--- src/rtl/rf_dump_reader.sv ---
// Register-file dump engine: scans registers 0..NREG-1 through a spare read port and streams (index, value) beats.
// Optional build macro RF_DUMP_SKIP_ZERO_EN suppresses beats for zero registers (NREG-1 always emitted).
module rf_dump_reader #(
  parameter int NREG = 32,
  parameter int AW   = 5,
  parameter int DW   = 32
) (
  input  logic          clk,
  input  logic          rstn,
  input  logic          start,
  input  logic          abort,
  output logic [AW-1:0] rd_addr,
  input  logic [DW-1:0] rd_data,
  output logic          out_valid,
  input  logic          out_ready,
  output logic [AW-1:0] out_idx,
  output logic [DW-1:0] out_data,
  output logic          out_last,
  output logic          busy,
  output logic          done
);

  localparam logic [1:0] IDLE = 2'd0;
  localparam logic [1:0] READ = 2'd1;
  localparam logic [1:0] SEND = 2'd2;
  localparam logic [1:0] FIN  = 2'd3;

  localparam logic [AW-1:0] LAST = AW'(NREG - 1);

  logic [1:0]    state;
  logic [AW-1:0] idx;
  logic [DW-1:0] cap;
  logic          skip;

  // $0 is hard-wired to zero regardless of what the read port returns
  assign cap = (idx == '0) ? '0 : rd_data;

`ifdef RF_DUMP_SKIP_ZERO_EN
  assign skip = (cap == '0) && (idx != LAST);
`else
  assign skip = 1'b0;
`endif

  always_ff @(posedge clk or negedge rstn) begin
    if (!rstn) begin
      state    <= IDLE;
      idx      <= '0;
      out_idx  <= '0;
      out_data <= '0;
      out_last <= 1'b0;
    end else begin
      case (state)
        IDLE: begin
          if (start) begin
            state <= READ;
            idx   <= '0;
          end
        end
        READ: begin
          if (abort) begin
            state <= IDLE;
          end else if (skip) begin
            idx <= idx + 1'b1;
          end else begin
            out_data <= cap;
            out_idx  <= idx;
            out_last <= (idx == LAST);
            state    <= SEND;
          end
        end
        SEND: begin
          // abort wins over a handshake on the same edge
          if (abort) begin
            state <= IDLE;
          end else if (out_ready) begin
            if (idx == LAST) begin
              state <= FIN;
            end else begin
              idx   <= idx + 1'b1;
              state <= READ;
            end
          end
        end
        FIN:     state <= IDLE;
        default: state <= IDLE;
      endcase
    end
  end

  always_comb begin
    rd_addr   = (state == READ) ? idx : '0;
    out_valid = (state == SEND);
    busy      = (state != IDLE);
    done      = (state == FIN) && !abort;
  end

endmodule

--- config.mk ---
export PLATFORM = sky130hd
export DESIGN_NAME = rf_dump_reader
export DESIGN_NICKNAME = d
export VERILOG_FILES = /design/src/rtl/rf_dump_reader.sv
export SDC_FILE = /design/constraint.sdc
export NUM_CORES = 1
export LEC_CHECK = 0
export ABC_CLOCK_PERIOD_IN_PS = 4290
export BUFFER_PORTS_ARGS = -buffer_cell sky130_fd_sc_hd__buf_2
export CAP_MARGIN = 20
export CORE_MARGIN = 2
export CORE_UTILIZATION = 25
export DETAILED_ROUTE_END_ITERATION = 16
export PLACE_DENSITY = 0.55
export SYNTH_ARGS = -nofsm -noshare
export SYNTH_HDL_FRONTEND = slang
export SYNTH_SLANG_ARGS = --single-unit
--- constraint.sdc ---
create_clock -name clk -period 4.29 [get_ports clk]
set_input_delay 0.429 -clock clk [delete_from_list [all_inputs] [get_ports clk]]
set_output_delay 0.429 -clock clk [all_outputs]
set_load 0.02 [all_outputs]
==> results of run 1 <==
## metal layers
layer | vias up | wire length (microns) | share of wire (%)
met1 | 646 | 1920 | 45
met3 | 5 | 261 | 6.1
met2 | 45 | 2070 | 48
li1 | 646 | - | -
met5 | - | 0 | 0
met4 | 0 | 44 | 1.0
## worst max-delay path, cell delays in order, from the launching register on
cell,delay (ns)
dfrtp_1,0.47
or3b_2,0.87
nor2_4,0.73
a22o_1,0.25
## cell usage after synthesis, types with 2 or more instances
library cell and count:
a21oi_1 2, ha_1 3, inv_1 3, and2_1 5, buf_2 3, nand2_1 3
nand2b_1 2, nor2_1 2, dfrtp_1 45, a22o_1 35, buf_6 5, o21ai_0 2
mux2_4 4
## final cells by class
cell class	instances	area [sq um]	area share, %
Clock buffer	5	68.8	2.84
Sequential cell	45	1130	46.4
Timing Repair Buffer	83	430	17.8
Clock inverter	2	35.0	1.44
Multi-Input combinational cell	75	629	26.0
Tap cell	99	124	5.11
Inverter	3	11.3	0.464
## flip-flops by register name, summed over array words and instances, names as in the netlist
| register | cells |
|---|---|
| out_idx | 5 |
| out_data | 32 |
| state | 2 |
| out_last | 1 |
| idx | 5 |
## worst max-delay path by stage
| stage | start | endpoint | slack (ns) | cells past startpoint |
|---|---|---|---|---|
| after global placement | abort | out_data[13]$_DFFE_PN0N_ | 1.81 | 4 |
| final | state[1]$_DFFE_PN0P_ | out_data[4]$_DFFE_PN0N_ | 1.89 | 3 |
| after global routing | state[1]$_DFFE_PN0P_ | out_data[4]$_DFFE_PN0N_ | 1.68 | 3 |
| after floorplan | idx[0]$_DFFE_PN0P_ | idx[2]$_DFFE_PN0P_ | 2.58 | 6 |
| after CTS | state[1]$_DFFE_PN0P_ | out_data[4]$_DFFE_PN0N_ | 1.82 | 3 |
| after detailed placement | abort | out_data[4]$_DFFE_PN0N_ | 1.76 | 4 |
## stage by stage
step | std cells | total power [uW] | area [sq um] | utilization (%)
after floorplan | 131 | 649 | 1840 | -
after global placement | 304 | 736 | 2300 | 32.1
after detailed placement | 304 | 739 | 2300 | 32.1
after CTS | 311 | 1050 | 2400 | 33.5
after global routing | 312 | 1100 | 2420 | 33.8
final | 312 | 1030 | 2420 | 33.8
## kinds of logic after synthesis
| family | share of synthesized area [%] |
|---|---|
| buffers and inverters | 4.49 |
| adder cells (fa/ha/maj) | 2.04 |
| multiplexers | 4.42 |
| XOR/XNOR | 0.477 |
| AO/OA/AOI/OAI | 18.7 |
| flip-flops | 61.3 |
| AND/OR/NAND/NOR | 8.58 |
## power groups by stage
stage,Combinational (uW),Clock [uW],Sequential [uW]
6_report,224,307,504
5_1_grt,244,339,513
4_1_cts,226,322,505
3_5_place_dp,226,0,513
3_3_place_gp,224,0,512
2_1_floorplan,81.2,0,568
## placed cells by master, fill, tap and decap left out, drive strengths merged, types with 2 or more instances in the layout
cell type / count
a21oi: 2
a22o: 35
and2: 5
buf: 83
clkbuf: 5
dfrtp: 45
ha: 3
inv: 3
mux2: 5
nand2: 3
nand2b: 2
nor2: 3
o21ai: 2
==> impl_metrics.yaml, run 1 <==
run_status:
  run_status: "complete, no violations"
pwr:
  power.density_nw_per_um2: 427
  net-switching-power_uw: 300
  leakage_uw: 0.00135
  power.share.clock_pct: 29.6
  p_int_uw: 735
  power_frac_comb_pct: 21.6
  max-vdd-ir-drop_mv: 0.181
  switching_share_pct: 29.0
  sequentialPowerShare_pct: 48.7
clock_network:
  cts.htree.levels: 2
  cts-buffers-inserted: 5
  clock-root-buffer: "clkbuf_8"
  clock_insertion_delay_worst_skew_ns: 0.29
  number_of_cells_upsized_or_downsized_after_cts: 0
  clock-sinks: 45
  cts_tree: "done"
  cts-hold-fix-buffers: 0
  ctsLongestPathBuffers: 2
  clk_pin_slew_worst_paths_ns: 0.08
  post-cts-setup-buffers: 0
grt:
  largest_net_degree_at_the_start_of_global_routing: 46
  grtUsageMet2_pct: 18.5
  grt_most_used_layer: "met2"
  groute.usage.overall_pct: 11.3
  grt_overflow: 0
  grt_first_pass_wirelength_microns: 7310
  gr_util_met1_pct: 14.4
  gr-usage-met3_pct: 3.77
  grt_pass1_vias: 1411
  antenna_found_initial: 0
timing:
  whs_ns: 0.0576
  report.final.hold_viol_count: 0
  tightest_slew_ns: 0.975
  finalClockSkew_ns: 0.00518
  layout_worst_path_cycle_share_pct: 56.0
  setup_slack_ns: 1.89
  finalSetupTns_ns: 0
  finalSetupViolCount: 0
  final_max_slew_viols: 0
  timing.fmax_mhz: 417
  finalCriticalPeriod_ns: 2.40
  grt_setup_unrepaired: "no"
  max_slew_margin_pct: 35.0
worst_setup_path:
  cp-end-kind: "flip-flop"
  crit_arrival_ns: 2.63
  crit_path_start_kind: "flip-flop"
  crit_required_ns: 4.51
  timing_worst_setup_path_type: "flip-flop to flip-flop"
  r2r-end: "out_data[4]$_DFFE_PN0N_"
  r2r_slack_ns: 1.89
  worstReg2RegStart: "state[1]$_DFFE_PN0P_"
  r2r.worst_path.cells: 3
  critPathMaxFanout: 41
final_layout:
  n_antenna_cell: 0
  num-fill-cells: 736
  drive_above_1_share_pct: 46.0
  finalNetCount: 253
  layout_overhead_on_the_synthesized_area_pct: 31.9
logic_synthesis:
  synthesis.nets: 171
  synth_cell_types: 30
  syn_area_sq_um: 1840
  yosysWarningCount: 0
  postSynthAreaPerCell_sq_um: 14.0
  synthCells: 131
  synth.area.top_cells: "dfrtp_1 61%, a22o_1 17%, mux2_4 3.3%"
  synth-edff-count: 0
  synth_flop_cell: "dfrtp_1"
  synth_sequential_area_ratio_pct: 61.3
  asyncSetResetFlopFracSynth_pct: 100
  synthDominantAreaCellType: "dfrtp_1"
  synth-seq-cells: 45
  synth_top_area_share_pct: 61.3
route:
  drc_errors_left: 0
  route.detailed.vias_per_inst: 4.30
  wl_microns: 4300
  route.vias.total: 1342
  detail_route.first_pass.iterations: 4
  drt_iter0_drc: 40
  wl_per_cell_microns: 13.8
  route.antenna.remaining_nets: 0
die:
  die_w_microns: 89.7
  row_count: 31
  ioPinCount: 83
  die_area_sq_um: 8050
  start_util_pct: 25.6
  core_region_area_sq_um: 7180
  die-height_microns: 89.7
place:
  dp_worst_setup_slack_ns: 1.76
  placement.io_buffers: 82
  gp_congestion: 0.658
  hpwlAfterDp_microns: 2970
hold_path:
  min-delay-path-class: "input pin to async pin"
flow_run:
  max_cap_violations: 0
No activity file was read; power rests on OpenSTA's default activity.
==> inputs of run 2 (changes only) <==
--- a/config.mk
+++ b/config.mk
@@ -5,13 +5,14 @@
 export SDC_FILE = /design/constraint.sdc
 export NUM_CORES = 1
 export LEC_CHECK = 0
-export ABC_CLOCK_PERIOD_IN_PS = 4290
+export ABC_AREA = 1
+export ABC_CLOCK_PERIOD_IN_PS = 2300
 export BUFFER_PORTS_ARGS = -buffer_cell sky130_fd_sc_hd__buf_2
 export CAP_MARGIN = 20
 export CORE_MARGIN = 2
 export CORE_UTILIZATION = 25
 export DETAILED_ROUTE_END_ITERATION = 16
-export PLACE_DENSITY = 0.55
+export PLACE_DENSITY = 0.54
 export SYNTH_ARGS = -nofsm -noshare
 export SYNTH_HDL_FRONTEND = slang
 export SYNTH_SLANG_ARGS = --single-unit
==> constraint.sdc (replaced) <==
create_clock -name clk -period 2.3 [get_ports clk]
set_input_delay 0.23 -clock clk [delete_from_list [all_inputs] [get_ports clk]]
set_output_delay 0.23 -clock clk [all_outputs]
set_load 0.02 [all_outputs]
==> run 2 against run 1 <==
Effect of this change: critical path depth increased by 6; final area is 7.1% higher; first-iteration DRC count fell by 7.5%; critical endpoint is now idx[1]$_DFFE_PN0P_; largest power group is now combinational cells; highest routed layer unchanged.
==> impl_metrics.yaml, run 2 <==
run_status:
  run_status: "complete, no violations"
final_layout:
  n_antenna_cell: 0
  finalNetCount: 353
  design_area_sq_um: 2600
  drive_above_1_share_pct: 33.2
  largest-register: "out_data"
  most-common-layout-cells: "89 x nand2_1, 82 x buf_2, 45 x dfrtp_1, 38 x nand3_1, 15 x nor2_1"
  final_common_cell: "nand2_1"
  num-fill-cells: 830
  reg_top3: "out_data x32, idx x5, out_idx x5"
  largest_register_ff_count: 32
  layout_overhead_on_the_synthesized_area_pct: 31.2
route:
  route.detailed.vias_per_inst: 4.23
  wl_microns: 4750
  detail_route.first_pass.iterations: 4
  route.antenna.remaining_nets: 0
  drt_iter0_drc: 37
  route.vias.total: 1756
  drc_errors_left: 0
  wl_per_cell_microns: 11.5
die:
  die_w_microns: 93.0
  ioPinCount: 83
  core_region_area_sq_um: 7690
  die-height_microns: 93.0
  die_area_sq_um: 8650
  row_count: 32
  start_util_pct: 25.7
place:
  hpwlAfterDp_microns: 3460
  gp_congestion: 0.744
  placement.io_buffers: 82
  placement.cell_area_sq_um: 2480
pwr:
  power.density_nw_per_um2: 1210
  max-vdd-ir-drop_mv: 0.373
  power_uw: 3150
  leakage_uw: 0.00154
worst_setup_path:
  cp-end-kind: "flip-flop"
  crit_arrival_ns: 1.83
  timing_worst_setup_path_type: "flip-flop to flip-flop"
  timing.critical_path.mode_cell: "nand2_1"
  crit_path_start_kind: "flip-flop"
  crit_required_ns: 2.54
  critPathMaxStageDelay_ns: 0.44
  crit_path_top_delay_cell: "dfrtp_1"
  worstPathCellList: "ha_1, nand2_1, nor2_1, ha_1, nor2_1, nand3_2, nand2_1, nand2_1, nand2_1"
  critPathMaxFanout: 7
logic_synthesis:
  synth-seq-cells: 45
  syn_area_sq_um: 1980
  synth_sequential_area_ratio_pct: 56.9
  post-synth-top-count-cell: "nand2_1"
  synthDominantAreaCellType: "dfrtp_1"
  asyncSetResetFlopFracSynth_pct: 100
  synthCells: 229
  synthTopCellsByCount: "89 x nand2_1, 45 x dfrtp_1, 38 x nand3_1"
  synth_top_area_share_pct: 56.9
  postSynthAreaPerCell_sq_um: 8.64
  synth_flop_cell: "dfrtp_1"
  yosysWarningCount: 0
  synth.area.top_cells: "dfrtp_1 57%, nand2_1 17%, nand3_1 9.6%"
  synth_cell_types: 19
  synthesis.nets: 269
  synth-edff-count: 0
timing:
  finalSetupViolCount: 0
  finalClockSkew_ns: 0.00625
  grt_setup_unrepaired: "no"
  timing.fmax_mhz: 626
  finalSetupTns_ns: 0
  layout_worst_path_cycle_share_pct: 69.4
  max_slew_margin_pct: 64.5
  report.final.hold_viol_count: 0
  whs_ns: 0.157
  tightest_slew_ns: 0.533
  finalCriticalPeriod_ns: 1.60
  final_max_slew_viols: 0
hold_path:
  min-delay-path-class: "input pin to flip-flop"
grt:
  gr_util_met1_pct: 15.4
  gr-usage-met3_pct: 2.58
  antenna_found_initial: 0
  grt_most_used_layer: "met2"
  grt_pass1_vias: 1679
  grtUsageMet2_pct: 19.0
  groute.usage.overall_pct: 11.5
  grt_overflow: 0
  largest_net_degree_at_the_start_of_global_routing: 46
  grt_first_pass_wirelength_microns: 7960
clock_network:
  clock-root-buffer: "clkbuf_8"
  cts-buffers-inserted: 5
  ctsLongestPathBuffers: 2
  clock_insertion_delay_worst_skew_ns: 0.29
  cts_tree: "done"
  number_of_cells_upsized_or_downsized_after_cts: 0
  clk_pin_slew_worst_paths_ns: 0.09
  cts.htree.levels: 2
  clock-sinks: 45
flow_run:
  max_cap_violations: 0
[run 2: cell count changes in the layout (fill, tap and decap cells not counted), sizes merged, moves of 3 or more]
cell and change:
a22o -35, and2 -5, buf +3, inv +11, mux2 -5, nand2 +87
nand3 +38, nor2 +14, o21ai +5
[run 2: path summary, 6_finish.rpt]
kind / to / slack [ns] / from / cells after the start
max: idx[1]$_DFFE_PN0P_ / 0.70 / idx[0]$_DFFE_PN0P_ / 9
min: out_data[5]$_DFFE_PN0N_ / 0.16 / rd_data[5] / 3
max reg2reg: idx[1]$_DFFE_PN0P_ / 0.70 / idx[0]$_DFFE_PN0P_ / 9
min reg2reg: out_data[17]$_DFFE_PN0N_ / 0.48 / out_data[17]$_DFFE_PN0N_ / 2
max in group asynchronous: out_data[27]$_DFFE_PN0N_ / 1.14 / rstn / 3
min in group asynchronous: out_data[9]$_DFFE_PN0N_ / 0.44 / rstn / 2
[run 2: layout make-up]
type                    instances  area (sq um)  share of cell area [%]
flip-flops and latches         45          1130                    43.4
multi-input cells             160           734                    28.3
repair buffers                 87           450                    17.3
well taps                     102           128                    4.91
clock buffers                   5          68.8                    2.65
inverters                      14          55.1                    2.12
clock inverters                 2          35.0                    1.35
[run 2: kinds of logic (layout without fill, tap and decap cells)]
kind of cell             Yosys count  in the layout  synth area share, %
AND/OR/NAND/NOR                  149            149                 31.9
flip-flops                        45             45                 56.9
buffers and inverters             24            108                 6.01
AO/OA/AOI/OAI                      8              8                 3.29
adder cells (fa/ha/maj)            3              3                 1.90
[run 2: timing repair]
action,4_1_cts,5_1_grt
endpoints found under the hold margin,22,0
hold buffers,1,0
buffers inserted,0,0
[run 2: routing by layer]
layer,share of wire (%),up-vias
met5,0,-
met4,0.86,0
met3,6.0,5
met2,46,57
met1,47,801
li1,-,893
[run 2: report_power, final]
group,total [uW],internal (uW),switching (uW)
sequential,1220,1060,153
clock,581,316,265
combinational,1350,415,932
total,3150,1800,1350
[run 2: critical path: cells and delay by family, from the launching register on]
kind | cells | cell delay [ns]
fa+ha+maj | 2 | 0.43
flops | 1 | 0.44
simple gates | 7 | 0.67
[run 2: per-stage QoR]
step / util [%] / setup slack (ns) / cells
floorplan: - / 0.854 / 229
global placement: 32.3 / 0.776 / 407
detailed placement: 32.3 / 0.702 / 407
CTS: 33.8 / 0.676 / 415
global route: 33.8 / 0.545 / 415
finish: 33.8 / 0.703 / 415
